<file path="config.mk">
export PLATFORM = sky130hd
export DESIGN_NAME = sw_core_affine
export DESIGN_NICKNAME = d
export VERILOG_FILES = /design/src/rtl/sw_core_affine.sv
export SDC_FILE = /design/constraint.sdc
export NUM_CORES = 2
export LEC_CHECK = 0
export ABC_AREA = 1
export ABC_CLOCK_PERIOD_IN_PS = 25700
export CORE_UTILIZATION = 40
export DETAILED_ROUTE_END_ITERATION = 8
export PLACE_DENSITY_LB_ADDON = 0.15
export SKIP_LAST_GASP = 1
export SLEW_MARGIN = 20
export SYNTH_ARGS = -nofsm -noshare
export SYNTH_HDL_FRONTEND = slang
export SYNTH_SLANG_ARGS = --single-unit
</file>
<file path="constraint.sdc">
create_clock -name clk -period 25.7 [get_ports clk]
set_input_delay 3.855 -clock clk [delete_from_list [all_inputs] [get_ports clk]]
set_output_delay 3.855 -clock clk [all_outputs]
set_load 0.05 [all_outputs]
</file>
<file path="src/rtl/sw_core_affine.sv">
// sw_core_affine: Smith-Waterman local-alignment core with affine gap penalties.
// One DP cell is computed per clock in a row-major sweep (read rows, ref columns).
// The core returns the best local score and the 0-based row/column of its first occurrence.
// Optional feature macro: SW_CYCLE_COUNT_EN adds o_cycle_count (WORK cycles of the current job).
module sw_core_affine #(
    parameter int REF_MAX_LEN  = 128,
    parameter int READ_MAX_LEN = 128,
    parameter int SCORE_W      = 10,
    parameter int MATCH        = 1,
    parameter int MISMATCH     = -4,
    parameter int GAP_OPEN     = -6,
    parameter int GAP_EXTEND   = -1
) (
    input  logic                                clk,
    input  logic                                rst,
    output logic                                o_ready,
    input  logic                                i_valid,
    input  logic [2*REF_MAX_LEN-1:0]            i_sequence_ref,
    input  logic [2*READ_MAX_LEN-1:0]           i_sequence_read,
    input  logic [$clog2(REF_MAX_LEN):0]        i_seq_ref_length,
    input  logic [$clog2(READ_MAX_LEN):0]       i_seq_read_length,
    input  logic                                i_ready,
    output logic                                o_valid,
    output logic signed [SCORE_W-1:0]           o_alignment_score,
    output logic [$clog2(REF_MAX_LEN)-1:0]      o_column,
    output logic [$clog2(READ_MAX_LEN)-1:0]     o_row
`ifdef SW_CYCLE_COUNT_EN
    ,
    output logic [31:0]                         o_cycle_count
`endif
);

    localparam int QL_W  = $clog2(REF_MAX_LEN) + 1;
    localparam int RL_W  = $clog2(READ_MAX_LEN) + 1;
    localparam int COL_W = $clog2(REF_MAX_LEN);
    localparam int ROW_W = $clog2(READ_MAX_LEN);

    localparam logic signed [SCORE_W-1:0] NEG_INF    = {1'b1, {(SCORE_W-1){1'b0}}};
    localparam logic signed [SCORE_W-1:0] POS_MAX    = {1'b0, {(SCORE_W-1){1'b1}}};
    localparam logic signed [SCORE_W-1:0] ZERO_S     = {SCORE_W{1'b0}};
    localparam logic signed [SCORE_W-1:0] MATCH_S    = SCORE_W'(MATCH);
    localparam logic signed [SCORE_W-1:0] MISMATCH_S = SCORE_W'(MISMATCH);
    localparam logic signed [SCORE_W-1:0] GO_S       = SCORE_W'(GAP_OPEN);
    localparam logic signed [SCORE_W-1:0] GE_S       = SCORE_W'(GAP_EXTEND);

    typedef enum logic [1:0] {
        ST_IDLE = 2'd0,
        ST_WORK = 2'd1,
        ST_DONE = 2'd2
    } state_t;

    // Add at one extra bit and clamp to the representable score range.
    function automatic logic signed [SCORE_W-1:0] sat_add(
        input logic signed [SCORE_W-1:0] a,
        input logic signed [SCORE_W-1:0] b
    );
        logic signed [SCORE_W:0] sum;
        sum = $signed({a[SCORE_W-1], a}) + $signed({b[SCORE_W-1], b});
        if (sum[SCORE_W] != sum[SCORE_W-1]) begin
            sat_add = sum[SCORE_W] ? NEG_INF : POS_MAX;
        end else begin
            sat_add = sum[SCORE_W-1:0];
        end
    endfunction

    function automatic logic signed [SCORE_W-1:0] smax(
        input logic signed [SCORE_W-1:0] a,
        input logic signed [SCORE_W-1:0] b
    );
        if (a > b) begin
            smax = a;
        end else begin
            smax = b;
        end
    endfunction

    state_t r_state;
    state_t w_next_state;

    logic                        r_ready;
    logic                        r_valid;
    logic [2*REF_MAX_LEN-1:0]    r_ref;
    logic [2*READ_MAX_LEN-1:0]   r_read;
    logic [QL_W-1:0]             r_q;
    logic [RL_W-1:0]             r_r;
    logic [COL_W-1:0]            r_col;
    logic [ROW_W-1:0]            r_row;
    logic signed [SCORE_W-1:0]   r_diag;
    logic signed [SCORE_W-1:0]   r_left_h;
    logic signed [SCORE_W-1:0]   r_left_e;
    logic signed [SCORE_W-1:0]   r_best;
    logic [COL_W-1:0]            r_best_col;
    logic [ROW_W-1:0]            r_best_row;
    logic signed [SCORE_W-1:0]   r_h_row [REF_MAX_LEN];
    logic signed [SCORE_W-1:0]   r_f_row [REF_MAX_LEN];

    logic                        w_accept;
    logic [QL_W-1:0]             w_q_in;
    logic [RL_W-1:0]             w_r_in;
    logic                        w_last_col;
    logic                        w_last_cell;
    logic [1:0]                  w_ref_base;
    logic [1:0]                  w_read_base;
    logic signed [SCORE_W-1:0]   w_h_up;
    logic signed [SCORE_W-1:0]   w_f_up;
    logic signed [SCORE_W-1:0]   w_diag;
    logic signed [SCORE_W-1:0]   w_left_h;
    logic signed [SCORE_W-1:0]   w_left_e;
    logic signed [SCORE_W-1:0]   w_s;
    logic signed [SCORE_W-1:0]   w_e;
    logic signed [SCORE_W-1:0]   w_f;
    logic signed [SCORE_W-1:0]   w_h;

    assign o_ready           = r_ready;
    assign o_valid           = r_valid;
    assign o_alignment_score = r_best;
    assign o_column          = r_best_col;
    assign o_row             = r_best_row;

    assign w_accept = (r_state == ST_IDLE) && i_valid && r_ready;

    // Clamp offered lengths to the buffer capacity.
    always_comb begin
        if (i_seq_ref_length > QL_W'(REF_MAX_LEN)) begin
            w_q_in = QL_W'(REF_MAX_LEN);
        end else begin
            w_q_in = i_seq_ref_length;
        end
        if (i_seq_read_length > RL_W'(READ_MAX_LEN)) begin
            w_r_in = RL_W'(READ_MAX_LEN);
        end else begin
            w_r_in = i_seq_read_length;
        end
    end

    // Cell neighbours: first row/column fall back to the DP boundary values.
    always_comb begin
        w_last_col  = ((QL_W'(r_col) + QL_W'(1)) == r_q);
        w_last_cell = w_last_col && ((RL_W'(r_row) + RL_W'(1)) == r_r);
        w_ref_base  = r_ref[{r_col, 1'b0} +: 2];
        w_read_base = r_read[{r_row, 1'b0} +: 2];
        if (r_row == {ROW_W{1'b0}}) begin
            w_h_up = ZERO_S;
            w_f_up = NEG_INF;
        end else begin
            w_h_up = r_h_row[r_col];
            w_f_up = r_f_row[r_col];
        end
        if (r_col == {COL_W{1'b0}}) begin
            w_diag   = ZERO_S;
            w_left_h = ZERO_S;
            w_left_e = NEG_INF;
        end else begin
            w_diag   = r_diag;
            w_left_h = r_left_h;
            w_left_e = r_left_e;
        end
    end

    // Affine-gap recurrences for the current cell.
    always_comb begin
        if (w_ref_base == w_read_base) begin
            w_s = MATCH_S;
        end else begin
            w_s = MISMATCH_S;
        end
        w_e = smax(sat_add(w_left_h, GO_S), sat_add(w_left_e, GE_S));
        w_f = smax(sat_add(w_h_up, GO_S), sat_add(w_f_up, GE_S));
        w_h = smax(smax(ZERO_S, sat_add(w_diag, w_s)), smax(w_e, w_f));
    end

    // State register.
    always_ff @(posedge clk or posedge rst) begin
        if (rst) begin
            r_state <= ST_IDLE;
        end else begin
            r_state <= w_next_state;
        end
    end

    // Next-state logic: empty jobs skip straight to DONE.
    always_comb begin
        w_next_state = r_state;
        case (r_state)
            ST_IDLE: begin
                if (w_accept) begin
                    if ((w_q_in == {QL_W{1'b0}}) || (w_r_in == {RL_W{1'b0}})) begin
                        w_next_state = ST_DONE;
                    end else begin
                        w_next_state = ST_WORK;
                    end
                end else begin
                    w_next_state = ST_IDLE;
                end
            end
            ST_WORK: begin
                if (w_last_cell) begin
                    w_next_state = ST_DONE;
                end else begin
                    w_next_state = ST_WORK;
                end
            end
            ST_DONE: begin
                if (r_valid && i_ready) begin
                    w_next_state = ST_IDLE;
                end else begin
                    w_next_state = ST_DONE;
                end
            end
            default: begin
                w_next_state = ST_IDLE;
            end
        endcase
    end

    // Handshake outputs; o_valid rises one cycle after DONE is entered.
    always_ff @(posedge clk or posedge rst) begin
        if (rst) begin
            r_ready <= 1'b1;
            r_valid <= 1'b0;
        end else begin
            r_ready <= (w_next_state == ST_IDLE);
            r_valid <= (r_state == ST_DONE) && !(r_valid && i_ready);
        end
    end

    // Job capture, sweep indices, neighbour registers and best-cell tracking.
    always_ff @(posedge clk or posedge rst) begin
        if (rst) begin
            r_ref      <= '0;
            r_read     <= '0;
            r_q        <= '0;
            r_r        <= '0;
            r_col      <= '0;
            r_row      <= '0;
            r_diag     <= ZERO_S;
            r_left_h   <= ZERO_S;
            r_left_e   <= NEG_INF;
            r_best     <= ZERO_S;
            r_best_col <= '0;
            r_best_row <= '0;
        end else if (w_accept) begin
            r_ref      <= i_sequence_ref;
            r_read     <= i_sequence_read;
            r_q        <= w_q_in;
            r_r        <= w_r_in;
            r_col      <= '0;
            r_row      <= '0;
            r_best     <= ZERO_S;
            r_best_col <= '0;
            r_best_row <= '0;
        end else if (r_state == ST_WORK) begin
            r_diag   <= w_h_up;
            r_left_h <= w_h;
            r_left_e <= w_e;
            if (w_h > r_best) begin
                r_best     <= w_h;
                r_best_col <= r_col;
                r_best_row <= r_row;
            end else begin
                r_best     <= r_best;
            end
            if (w_last_col) begin
                r_col <= '0;
                r_row <= r_row + ROW_W'(1);
            end else begin
                r_col <= r_col + COL_W'(1);
            end
        end else begin
            r_col <= r_col;
        end
    end

    // Previous-row H and F buffers; rows beyond the first overwrite in place.
    always_ff @(posedge clk) begin
        if (r_state == ST_WORK) begin
            r_h_row[r_col] <= w_h;
            r_f_row[r_col] <= w_f;
        end else begin
            r_h_row[r_col] <= r_h_row[r_col];
        end
    end

`ifdef SW_CYCLE_COUNT_EN
    logic [31:0] r_cycle_count;
    assign o_cycle_count = r_cycle_count;

    // WORK-cycle counter, cleared on accept and held with the result.
    always_ff @(posedge clk or posedge rst) begin
        if (rst) begin
            r_cycle_count <= 32'd0;
        end else if (w_accept) begin
            r_cycle_count <= 32'd0;
        end else if (r_state == ST_WORK) begin
            r_cycle_count <= r_cycle_count + 32'd1;
        end else begin
            r_cycle_count <= r_cycle_count;
        end
    end
`endif

endmodule
</file>
==> impl_metrics.env <==
export IMPL_status="finished, final reports clean"
export IMPL_synthArstFlopShare_pct=19.0
export IMPL_synth_most_common_cell="nand2_1"
export IMPL_drtIter0Drc=10200
export IMPL_nNetsFinal=14600
export IMPL_hold_violations=0
export IMPL_cts_tree="yes"
export IMPL_grt_pass1_vias=91700
export IMPL_crit_path_max_incr_delay_ns=0.94
export IMPL_crit_path_start_kind="register"
export IMPL_max_freq_ghz=0.0587
export IMPL_io_pins=558
export IMPL_fin_ws_ns=8.65
export IMPL_grt_pass1_wl_um=661000
export IMPL_fp_dieH_um=586
export IMPL_path_clk_slew_ns=0.06
export IMPL_cts_buffers=351
export IMPL_vias=98300
export IMPL_cp_data_arrival_time_ns=17.92
export IMPL_yosys_warnings=0
export IMPL_drive_gt1_share_pct=7.30
export IMPL_synthCells=13500
export IMPL_hold_buffers=0
export IMPL_min_path_type="reg2reg"
export IMPL_drt_total_wl_um=462000
export IMPL_worst_skew_pair_late_latency_ns=0.96
export IMPL_rsz0062_at_grt="no"
export IMPL_initial_utilization_pct=40.3
export IMPL_synth_edff_count=2560
export IMPL_crit_top_cell="nand2_1"
export IMPL_die_w_um=586
export IMPL_die_area_um2=343000
export IMPL_portBuffers=557
export IMPL_ys_flop_type="edfxtp_1"
export IMPL_drt_pass1_iterations=6
export IMPL_place_congestion=0.853
export IMPL_avgSynthCellArea_um2=10.1
export IMPL_core_um2=338000
export IMPL_wl_per_cell_um=24.5
export IMPL_viasPerCell=5.22
export IMPL_period_minus_slack_ns=17.05
export IMPL_required_ns=26.57
export IMPL_ant_nets=0
export IMPL_setup_viol=0
export IMPL_dp_slack_ns=8.69
export IMPL_slew_limit_headroom_pct=8.54
export IMPL_fillers=31400
export IMPL_cts_path_max_buffers=4
export IMPL_min_period_over_period_pct=66.3
export IMPL_cts_sinks=3160
export IMPL_multiInputGateArea_um2=39300
export IMPL_htree_levels=5
export IMPL_postCtsResizedCells=0
export IMPL_yosysTopAreaCellShare_pct=56.4
export IMPL_cts_setup_buffers=0
export IMPL_synth_top_area_cell="edfxtp_1"
export IMPL_track_usage_pct=26.3
export IMPL_synth_seq_cells=3160
export IMPL_max_cap_viol_count=0
export IMPL_synth_area_leaders="edfxtp_1 56%, nand2_1 18%, dfrtp_1 11%, nor2_1 2.2%, o21ai_0 1.9%"
export IMPL_path_class="reg2reg"
export IMPL_synth_nets=14100
export IMPL_antenna_found_initial=50
export IMPL_end_kind="register"
export IMPL_slew_violations=0
export IMPL_ff_latch_area_um2=91900
export IMPL_drc=0
export IMPL_crit_slowest_cell="dfrtp_4"
export IMPL_grt_max_degree=206
export IMPL_critPathMaxFanout=78
export IMPL_rows=213
export IMPL_gr_total_overflow=0
export IMPL_synthDistinctLibCells=64
export IMPL_cts_root_buf="clkbuf_16"
export IMPL_dpl_hpwl_um=282000
export IMPL_syn_to_final_growth_pct=16.0
export IMPL_fin_skew_ns=0.0567
export IMPL_synth_area_um2=136000
export IMPL_seq_area_frac_synth_pct=67.4
export IMPL_worstMarginPinSlew_ns=1.37
export IMPL_fin_setup_tns_ns=0
export IMPL_synthTopCellsByCount="6394 x nand2_1, 2560 x edfxtp_1, 803 x nor2_1"
==> final cells by class <==
class | count | area share (%)
multi-input cells | 9110 | 24.8
clock inverters | 166 | 0.868
diodes | 35 | 0.0554
repair buffers | 880 | 5.20
well taps | 4515 | 3.57
inverters | 504 | 1.24
flip-flops and latches | 3160 | 58.1
clock buffers | 465 | 6.08
==> routing by layer <==
metal  part of all wire, %  vias to the layer above  GRT usage [%]
li1                      -                    45800              -
met2                    46                     3567           41.7
met1                    43                    48300           37.2
met3                   7.3                      656           3.83
met5                 0.014                        -              0
met4                   3.1                        8           8.59
==> critical path: cells and delay by family, from the launching register on <==
| kind | cells | cell delay (ns) |
|---|---|---|
| and+or+nand+nor | 28 | 6.32 |
| buffers and inverters | 12 | 4.44 |
| AOI/OAI and AO/OA | 18 | 2.75 |
| adders and majority gates | 6 | 1.74 |
| DFF | 1 | 0.94 |
| xor gates and xnor gates | 4 | 0.64 |
==> cell usage in the layout, fill, tap and decap left out, types with 10 or more instances in the layout <==
| master | synthesis | routed |
|---|---|---|
| inv_1 | 481 | 471 |
| dfrtp_1 | 598 | 593 |
| xnor2_1 | 18 | 18 |
| clkdlybuf4s50_1 | 0 | 557 |
| and2_1 | 15 | 14 |
| nand2_1 | 6394 | 6374 |
| nand2_4 | 1 | 19 |
| or2_2 | 54 | 54 |
| diode_2 | 0 | 35 |
| nor3_2 | 1 | 12 |
| or2_0 | 12 | 12 |
| o211ai_1 | 112 | 112 |
| nand4_1 | 95 | 95 |
| o21ai_0 | 525 | 523 |
| nor2_4 | 4 | 13 |
| nand3_1 | 214 | 214 |
| clkbuf_8 | 0 | 20 |
| ha_1 | 76 | 76 |
| buf_12 | 0 | 17 |
| nor2_1 | 803 | 732 |
| nor3_1 | 133 | 120 |
| edfxtp_1 | 2560 | 2560 |
| a22o_1 | 26 | 26 |
| a21oi_1 | 225 | 225 |
| xor2_1 | 21 | 21 |
| nand3_2 | 10 | 10 |
| clkbuf_16 | 0 | 360 |
| buf_4 | 46 | 306 |
| bufinv_16 | 0 | 15 |
| clkbuf_1 | 310 | 85 |
| o22ai_1 | 52 | 52 |
| a221oi_1 | 54 | 54 |
| nor2_2 | 15 | 77 |
| clkinv_1 | 9 | 78 |
| inv_6 | 0 | 10 |
| o2111ai_1 | 17 | 17 |
| a22oi_1 | 86 | 86 |
| clkinv_2 | 1 | 58 |
| o21ai_1 | 66 | 67 |
| nand2_2 | 13 | 12 |
==> cells by family (layout without fill, tap and decap cells) <==
kind of cell             Yosys count  in the layout  share of synthesized area, %
AO/OA/AOI/OAI                   1212           1212                          5.24
XOR/XNOR                          40             40                         0.263
adder cells (fa/ha/maj)           76             76                         0.698
buffers and inverters           1247           2015                          4.09
flip-flops                      3160           3160                          67.4
other                              1             36                       0.00275
AND/OR/NAND/NOR                 7781           7781                          22.3
==> metrics by stage <==
stage | hold WS, ns | cell area [µm²] | std cells | utilization (%)
floorplan | 0.444 | 136000 | 13500 | -
global placement | 0.455 | 147000 | 18200 | 43.5
detailed placement | 0.460 | 147000 | 18200 | 43.5
CTS | 0.474 | 158000 | 18800 | 46.8
global route | 0.487 | 158000 | 18800 | 46.8
finish | 0.471 | 158000 | 18800 | 46.8
==> sequential cells by signal, summed over array words and instances, names as in the netlist <==
name / flops
r_f_row: 1280
r_diag: 10
r_row: 7
o_row: 7
r_r: 8
r_left_e: 10
r_read: 256
o_column: 7
r_col: 7
r_q: 8
o_valid: 1
r_h_row: 1280
o_alignment_score: 10
o_ready: 1
r_left_h: 10
r_ref: 256
r_state: 2
==> worst paths after layout <==
kind / start / end / slack, ns / cells past startpoint
setup / recovery: r_col[0]$_DFFE_PP0P_ / o_row[5]$_DFFE_PP0P_ / 8.65 / 68
hold / removal: r_left_e[9]$_DFFE_PP1P_ / r_left_e[9]$_DFFE_PP1P_ / 0.47 / 2
setup reg to reg: r_col[0]$_DFFE_PP0P_ / o_row[5]$_DFFE_PP0P_ / 8.65 / 68
hold reg to reg: r_left_e[9]$_DFFE_PP1P_ / r_left_e[9]$_DFFE_PP1P_ / 0.47 / 2
max in group asynchronous: rst / r_ref[149]$_DFFE_PP0P_ / 17.57 / 7
min in group asynchronous: rst / r_read[99]$_DFFE_PP0P_ / 3.42 / 2
Power is left out: the tool's default activity adds up to more than one toggle a clock period on the data nets, which glitch-free logic cannot reach.
